### src/rtl/gpr_debug_pkg.sv
// Shared encodings for the debug-side register file initiator.
package gpr_debug_pkg;

  localparam int NUM_GPR   = 32;
  localparam int GPR_IDX_W = 5;
  localparam logic [GPR_IDX_W-1:0] LAST_IDX = GPR_IDX_W'(NUM_GPR - 1);

  typedef enum logic [1:0] {
    OP_READ  = 2'b00,
    OP_WRITE = 2'b01,
    OP_DUMP  = 2'b10,
    OP_CLEAR = 2'b11
  } op_e;

  typedef enum logic [2:0] {
    IDLE,
    HALT_WAIT,
    EXEC,
    DUMP,
    CLEAR,
    RESP,
    RELEASE
  } state_e;

endpackage

### src/rtl/gpr_debug_port.sv
// Debug host initiator: halts the core, then reads/writes/dumps/clears the GPR file
// and returns results through a 1-deep response register on a valid/ready channel.
module gpr_debug_port
  import gpr_debug_pkg::*;
#(
  parameter int HALT_TIMEOUT = 255,
  parameter int TMO_W        = 8
) (
  input  logic                 clock,
  input  logic                 reset,
  input  logic                 cmd_valid,
  output logic                 cmd_ready,
  input  logic [1:0]           cmd_op,
  input  logic [GPR_IDX_W-1:0] cmd_addr,
  input  logic [31:0]          cmd_data,
  output logic                 rsp_valid,
  input  logic                 rsp_ready,
  output logic [GPR_IDX_W-1:0] rsp_addr,
  output logic [31:0]          rsp_data,
  output logic                 rsp_last,
  output logic                 rsp_err,
  output logic                 halt_req,
  input  logic                 halt_ack,
  output logic [GPR_IDX_W-1:0] gpr_read_reg,
  input  logic [31:0]          gpr_read_data,
  output logic [GPR_IDX_W-1:0] gpr_write_reg,
  output logic [31:0]          gpr_write_data,
  output logic                 gpr_write_enable,
  output logic                 busy
);

  state_e               state_q, state_d;
  op_e                  op_q, op_d;
  logic [GPR_IDX_W-1:0] addr_q, addr_d;
  logic [31:0]          data_q, data_d;
  logic [TMO_W-1:0]     tmo_q, tmo_d;
  logic [GPR_IDX_W-1:0] idx_q, idx_d;
  logic                 halt_req_q, halt_req_d;
  logic                 rsp_valid_q, rsp_valid_d;
  logic [GPR_IDX_W-1:0] rsp_addr_q, rsp_addr_d;
  logic [31:0]          rsp_data_q, rsp_data_d;
  logic                 rsp_last_q, rsp_last_d;
  logic                 rsp_err_q, rsp_err_d;

  always_comb begin
    state_d    = state_q;
    op_d       = op_q;
    addr_d     = addr_q;
    data_d     = data_q;
    tmo_d      = tmo_q;
    idx_d      = idx_q;
    halt_req_d = halt_req_q;
    rsp_valid_d = rsp_valid_q;
    rsp_addr_d = rsp_addr_q;
    rsp_data_d = rsp_data_q;
    rsp_last_d = rsp_last_q;
    rsp_err_d  = rsp_err_q;

    case (state_q)
      IDLE: begin
        if (cmd_valid) begin
          op_d       = op_e'(cmd_op);
          addr_d     = cmd_addr;
          data_d     = cmd_data;
          tmo_d      = '0;
          halt_req_d = 1'b1;
          rsp_last_d = 1'b0;
          rsp_err_d  = 1'b0;
          state_d    = HALT_WAIT;
        end
      end

      HALT_WAIT: begin
        if (halt_ack) begin
          case (op_q)
            OP_DUMP: begin
              idx_d   = '0;
              state_d = DUMP;
            end
            OP_CLEAR: begin
              idx_d   = GPR_IDX_W'(1);
              state_d = CLEAR;
            end
            default: state_d = EXEC;
          endcase
        end else if (tmo_q == TMO_W'(HALT_TIMEOUT - 1)) begin
          // The cycle that would bring the count to HALT_TIMEOUT aborts instead.
          rsp_valid_d = 1'b1;
          rsp_addr_d  = addr_q;
          rsp_data_d  = '0;
          rsp_last_d  = 1'b1;
          rsp_err_d   = 1'b1;
          state_d     = RESP;
        end else begin
          tmo_d = tmo_q + TMO_W'(1);
        end
      end

      EXEC: begin
        rsp_valid_d = 1'b1;
        rsp_addr_d  = addr_q;
        rsp_last_d  = 1'b1;
        if (op_q == OP_READ) begin
          rsp_data_d = gpr_read_data;
          rsp_err_d  = 1'b0;
        end else begin
          rsp_data_d = data_q;
          rsp_err_d  = (addr_q == '0);
        end
        state_d = RESP;
      end

      DUMP: begin
        if (rsp_valid_q && rsp_ready && rsp_last_q) begin
          rsp_valid_d = 1'b0;
          halt_req_d  = 1'b0;
          state_d     = RELEASE;
        end else if (!rsp_valid_q || rsp_ready) begin
          rsp_valid_d = 1'b1;
          rsp_data_d  = gpr_read_data;
          rsp_addr_d  = idx_q;
          rsp_last_d  = (idx_q == LAST_IDX);
          idx_d       = idx_q + GPR_IDX_W'(1);
        end
      end

      CLEAR: begin
        if (idx_q == LAST_IDX) begin
          rsp_valid_d = 1'b1;
          rsp_addr_d  = '0;
          rsp_data_d  = 32'(NUM_GPR - 1);
          rsp_last_d  = 1'b1;
          rsp_err_d   = 1'b0;
          state_d     = RESP;
        end else begin
          idx_d = idx_q + GPR_IDX_W'(1);
        end
      end

      RESP: begin
        if (rsp_ready) begin
          rsp_valid_d = 1'b0;
          halt_req_d  = 1'b0;
          state_d     = RELEASE;
        end
      end

      RELEASE: begin
        if (!halt_ack) state_d = IDLE;
      end

      default: state_d = IDLE;
    endcase
  end

  always_ff @(posedge clock or posedge reset) begin
    if (reset) begin
      state_q     <= IDLE;
      op_q        <= OP_READ;
      addr_q      <= '0;
      data_q      <= '0;
      tmo_q       <= '0;
      idx_q       <= '0;
      halt_req_q  <= 1'b0;
      rsp_valid_q <= 1'b0;
      rsp_addr_q  <= '0;
      rsp_data_q  <= '0;
      rsp_last_q  <= 1'b0;
      rsp_err_q   <= 1'b0;
    end else begin
      state_q     <= state_d;
      op_q        <= op_d;
      addr_q      <= addr_d;
      data_q      <= data_d;
      tmo_q       <= tmo_d;
      idx_q       <= idx_d;
      halt_req_q  <= halt_req_d;
      rsp_valid_q <= rsp_valid_d;
      rsp_addr_q  <= rsp_addr_d;
      rsp_data_q  <= rsp_data_d;
      rsp_last_q  <= rsp_last_d;
      rsp_err_q   <= rsp_err_d;
    end
  end

  // Port drives decode from registered state so reset kills any strobe immediately.
  assign cmd_ready        = (state_q == IDLE);
  assign busy             = (state_q != IDLE);
  assign halt_req         = halt_req_q;
  assign rsp_valid        = rsp_valid_q;
  assign rsp_addr         = rsp_addr_q;
  assign rsp_data         = rsp_data_q;
  assign rsp_last         = rsp_last_q;
  assign rsp_err          = rsp_err_q;
  assign gpr_read_reg     = (state_q == DUMP) ? idx_q : addr_q;
  assign gpr_write_enable = (state_q == CLEAR) ||
                            ((state_q == EXEC) && (op_q == OP_WRITE) && (addr_q != '0));
  assign gpr_write_reg    = (state_q == CLEAR) ? idx_q : addr_q;
  assign gpr_write_data   = (state_q == CLEAR) ? 32'd0 : data_q;

endmodule

### config.mk
export PLATFORM = sky130hd
export DESIGN_NAME = gpr_debug_port
export DESIGN_NICKNAME = d
export VERILOG_FILES = /design/src/rtl/gpr_debug_pkg.sv /design/src/rtl/gpr_debug_port.sv
export SDC_FILE = /design/constraint.sdc
export NUM_CORES = 1
export LEC_CHECK = 0
export CAP_MARGIN = 40
export CORE_MARGIN = 2
export CORE_UTILIZATION = 25
export CTS_CLUSTER_DIAMETER = 120
export CTS_CLUSTER_SIZE = 40
export DETAILED_ROUTE_END_ITERATION = 12
export SYNTH_ARGS = -nofsm -noshare
export SYNTH_HDL_FRONTEND = slang
export SYNTH_SLANG_ARGS = --single-unit
### constraint.sdc
create_clock -name clock -period 5.95 [get_ports clock]
set_clock_uncertainty 0.05 [all_clocks]
set_input_delay 1.4875 -clock clock [delete_from_list [all_inputs] [get_ports clock]]
set_output_delay 1.4875 -clock clock [all_outputs]
set_load 0.02 [all_outputs]
* Yosys cells after proc, flatten, opt, wreduce, memory -nomap -nowiden
Cells that the tools add are included.
Operators by class: equality and inequality tests 26, $mul 0, bitwise logic cells 0, divide/modulo/power cells 0, $lt $le $gt $ge 0, reductions and logical operators 28, shift-type cells 0, add/sub/neg operators 2, multiplexer cells 52
Operators by type and width (number):
- $mux W32 | 7
- $pmux W32 S4 | 1
- $mux W5 | 11
- $mux W8 | 3
- $ne A2 B2 Y1 const B | 12
- $reduce_and A6 Y1 | 4
- $mux W3 | 7
- $pmux W3 S7 | 1
- $pmux W5 S4 | 1
- $pmux W8 S2 | 1
- $pmux W5 S3 | 1
- $reduce_bool A5 Y1 | 3
- $mux W1 | 13
- $pmux W1 S5 | 2
- $pmux W5 S2 | 1
- $eq A3 B3 Y1 const B | 3
- $reduce_bool A3 Y1 | 3
- $add A8 B1 Y8 const B | 1
- $eq A8 B8 Y1 const B | 1
- $reduce_and A4 Y1 | 2
- $reduce_bool A4 Y1 | 2
- $reduce_and A7 Y1 | 1
- $eq A3 B2 Y1 const B | 2
- $ne A3 B3 Y1 const B | 2
- other kinds (18) | 23
Storage, ports and cells: register bits 96, latch bits 0, memory bits (writable) 0, memories 0, word-level logic and storage cells 120, output and inout bits 86, bits of input ports 76, memory bits (read-only) 0

* Depth between registers and ports, before layout
depth in word-level cells 5, gate-level depth with buffers 9, mapped depth without buffers 8

* Worst setup path before layout
No wires, ideal clock.
path kind reg2out, start register state_q[1], end output gpr_write_data[10], data required time 4.413 ns, arrival 1.502 ns, cell stages (with the launch flop) 7, slack 2.911 ns, cells stage by stage dfrtp_1 > buf_6 > nand2b_1 > buf_2 > nor2_2 > clkbuf_1 > nor2b_1
Between the ends: word-level cells in the longest chain between the ends 2
Ends and longest elaborated chain:
- from (decl) | RTL line gpr_debug_port.sv:32 | state_e state_q, state_d;
- from (signal assigned) | RTL line gpr_debug_port.sv:171 | state_q <= state_d;
- $eq A3 B3 Y1 | RTL line gpr_debug_port.sv:199 | assign gpr_write_data = (state_q == CLEAR) ? 32'd0 : data_q;
- $mux W32 | RTL line gpr_debug_port.sv:199
- to (decl) | RTL line gpr_debug_port.sv:27 | output logic [31:0] gpr_write_data,
No other way between the ends.

* Worst setup path after layout
start register state_q[2], end output gpr_write_data[4]
Same word-level chain as after synthesis.

==> flow_summary.yaml <==
outcome:
  status: "finished, final reports clean"
worst_hold_path:
  min_from: "halt_req$_DFFE_PP0P_"
  hold-path-endpoint: "halt_req$_DFFE_PP0P_"
  hold_path_class: "reg2reg"
  min_path_cells: 1
drt:
  wl_met2_microns: 7140
  topRoutingLayerUsed: "met4"
  dr.first_iter.drc_count: 245
  wl_per_cell_microns: 16.5
  post_drt_via_cell_ratio: 4.59
  remaining_drc_errors: 0
  met3_length_microns: 652
  firstDrtPassIters: 4
  antenna_left: 0
  wl_microns: 14500
  via_count: 4038
  met1_length_microns: 6390
cells_and_area:
  fillers: 1922
  drive_above_1_share: 0.137
  multi_input_area_sq_mm: 0.00230
  regArea_sq_mm: 0.00240
  final_nets: 689
  antenna_cells: 0
  syn_to_final_growth_pct: 42.0
sta:
  setup_viol: 0
  fmax_mhz: 230
  relSlewSlack: 0.465
  whs_ns: 0.433
  tns_ns: 0
  rsz0062_at_grt: "no"
  fin_ws_ns: 1.59
  hold_violations: 0
  fin_crit_sh: 0.732
  slew_violations: 0
  period_needed_ns: 4.36
  worst_slew_pin_slew_ns: 0.803
critical_path:
  critPathTopFamily: "buffers and inverters"
  r2r_slack_ns: 3.05
  path_buf_inv: 2
  arrival_ns: 2.82
  max_stage_delay_ns: 0.68
  startpoint_type: "flop"
  path_max_fanout: 32
  r2r_cells: 8
  slowest_stage: "dfrtp_1"
  crit_type: "reg2out"
  required_ns: 4.41
  critPathCaptureType: "primary output"
  reg2reg_from: "idx_q[0]$_DFFE_PP0P_"
  path_cells: "nand2b_1, nor2_2, buf_4, nor2b_1, clkdlybuf4s50_1"
  r2r-end: "rsp_data[0]$_DFFE_PP0P_"
place:
  hpwl_microns: 10600
  pre_cts_ws_ns: 1.98
  io_buffers: 161
  gp_congestion: 0.855
synthesis:
  synth_area_sq_mm: 0.00495
  muxShareOfSynthArea: 0.135
  synth_area_leaders: "dfrtp_1 (49%), mux2_2 (6.6%), mux2_4 (6.1%), o21ai_0 (5.2%), nor2b_1 (4.3%)"
  synthFlopType: "dfrtp_1"
  avgSynthCellArea_sq_um: 10.7
  synth-seq-cells: 96
  synthXorXnorAreaFrac: 0.0106
  synth_cell_types: 57
  yosysMostFrequentCell: "dfrtp_1"
  ys_top_cells_by_count: "dfrtp_1 (96), nand2_1 (55), o21ai_0 (51)"
  synthAdderAreaFrac: 0.0101
  synth_top_family_by_area: "compound AO/OA/AOI/OAI gates"
  seq_area_frac_synth: 0.485
  synth_compound_area_frac: 0.162
  synth_fp_nets: 542
  synth_area_leader_cell: "dfrtp_1"
  yosys_warnings: 0
  synth_edf_count: 0
  synthCells: 462
  yosys.area_share.simple: 0.144
  synthArstFlopShare: 1.00
  yosysTopAreaCellShare: 0.485
die:
  rows: 51
  die_height_microns: 145
  io_pins: 162
  core_sq_mm: 0.0195
  die_w_microns: 145
  die-area_sq_mm: 0.0210
  start_util: 0.254
cts:
  post_cts_resized: 0
  cts_tree: "built"
  hold_buffers: 0
  post-cts-setup-buffer-count: 0
  cts_root_buf: "clkbuf_16"
  numCtsBuffers: 9
  clk_pin_slew_ns: 0.07
  cts_max_path_buffers: 2
  numClockSinks: 96
  insertion_delay_ns: 0.35
  cts_max_level: 3
power_and_ir_drop:
  ir_drop_uv: 316
  p_leak_uw: 0.00281
  p_per_area_mw_per_mm2: 572
global_route:
  grt_overflow: 0
  antenna_found_initial: 0
  grt_pass1_vias: 4074
  grt_max_degree: 64
  grt_first_pass_wirelength_microns: 22100
  grt.total_usage: 0.138
flow_run:
  maxCapViolations: 0
-- cells in the final DEF, fill, tap and decap left out, drive strengths merged, types with 3 or more instances in the layout --
cell	Yosys	final
clkdlybuf4s50	0	161
dfrtp	96	96
nand2	56	56
o21ai	56	56
mux2	50	50
nor2b	34	34
a22oi	28	28
a21oi	13	13
nor2	13	13
inv	10	13
clkbuf	12	10
nand3	9	9
xnor2	6	6
buf	19	6
nor3	5	5
a2bb2oi	4	4
nor4	4	4
ha	4	4
o21a	3	3
a31oi	3	3
a21o	3	3
mux2i	3	3
and2	3	3
o22ai	3	3
-- sequential cells by signal, summed over array words and instances (netlist names) --
| name | count |
|---|---|
| data_q | 32 |
| rsp_data | 32 |
| tmo_q | 8 |
| addr_q | 5 |
| idx_q | 5 |
| rsp_addr | 5 |
| state_q | 3 |
| op_q | 2 |
| halt_req | 1 |
| rsp_err | 1 |
| rsp_last | 1 |
| rsp_valid | 1 |
-- power breakdown --
| part | internal, uW | total (uW) | switching [uW] |
|---|---|---|---|
| clock network | 332 | 604 | 271 |
| logic | 1060 | 2240 | 1190 |
| registers | 928 | 1180 | 252 |
-- metrics by stage --
step / util / cell area (sq um) / power (uW) / cells
2_1_floorplan: - / 4950 / 2580 / 462
3_3_place_gp: 0.346 / 6730 / 3410 / 863
3_5_place_dp: 0.346 / 6730 / 3450 / 863
4_1_cts: 0.361 / 7030 / 4080 / 879
5_1_grt: 0.361 / 7030 / 4310 / 879
6_report: 0.361 / 7030 / 4030 / 879
-- worst max path at each step --
stage / startpoint / endpoint / slack (ns) / cells after the start
floorplan: reset / addr_q[0]$_DFFE_PP0P_ / 1.91 / 1
global placement: state_q[1]$_DFFE_PP0P_ / gpr_write_data[3] / 2.01 / 5
detailed placement: state_q[1]$_DFFE_PP0P_ / gpr_write_data[4] / 1.98 / 5
CTS: state_q[2]$_DFFE_PP0P_ / gpr_write_data[4] / 1.58 / 5
global route: state_q[2]$_DFFE_PP0P_ / gpr_write_data[16] / 1.39 / 5
finish: state_q[2]$_DFFE_PP0P_ / gpr_write_data[4] / 1.59 / 5
-- logic make-up (layout without fill, tap and decap cells) --
group	after synthesis	in the layout
adders and majority gates	4	4
and+or+nand+nor	136	136
muxes	53	53
buffers and inverters	41	193
DFF	96	96
xor gates and xnor gates	6	6
AOI/OAI and AO/OA	126	126
-- area by class of cell --
cell class | count | area share
Clock buffer | 10 | 0.0326
Sequential cell | 96 | 0.342
Timing Repair Buffer | 167 | 0.236
Clock inverter | 6 | 0.0105
Inverter | 10 | 0.00569
Multi-Input combinational cell | 325 | 0.327
Tap cell | 265 | 0.0471
-- worst reg2reg max path: stages, from the launching register on --
cell,delay [ns]
dfrtp_1,0.44
ha_1,0.25
and3_1,0.19
ha_1,0.26
nor4b_4,0.30
a31oi_1,0.11
o2111ai_4,0.35
buf_4,0.46
mux2_2,0.38
-- per-layer routing --
layer  vias to the layer above  track usage
li1                       1935            -
met1                      1968        0.172
met2                       115        0.233
met3                        20       0.0263
met4                         0       0.0567
met5                         -            0
(Power assumes the default switching activity.)
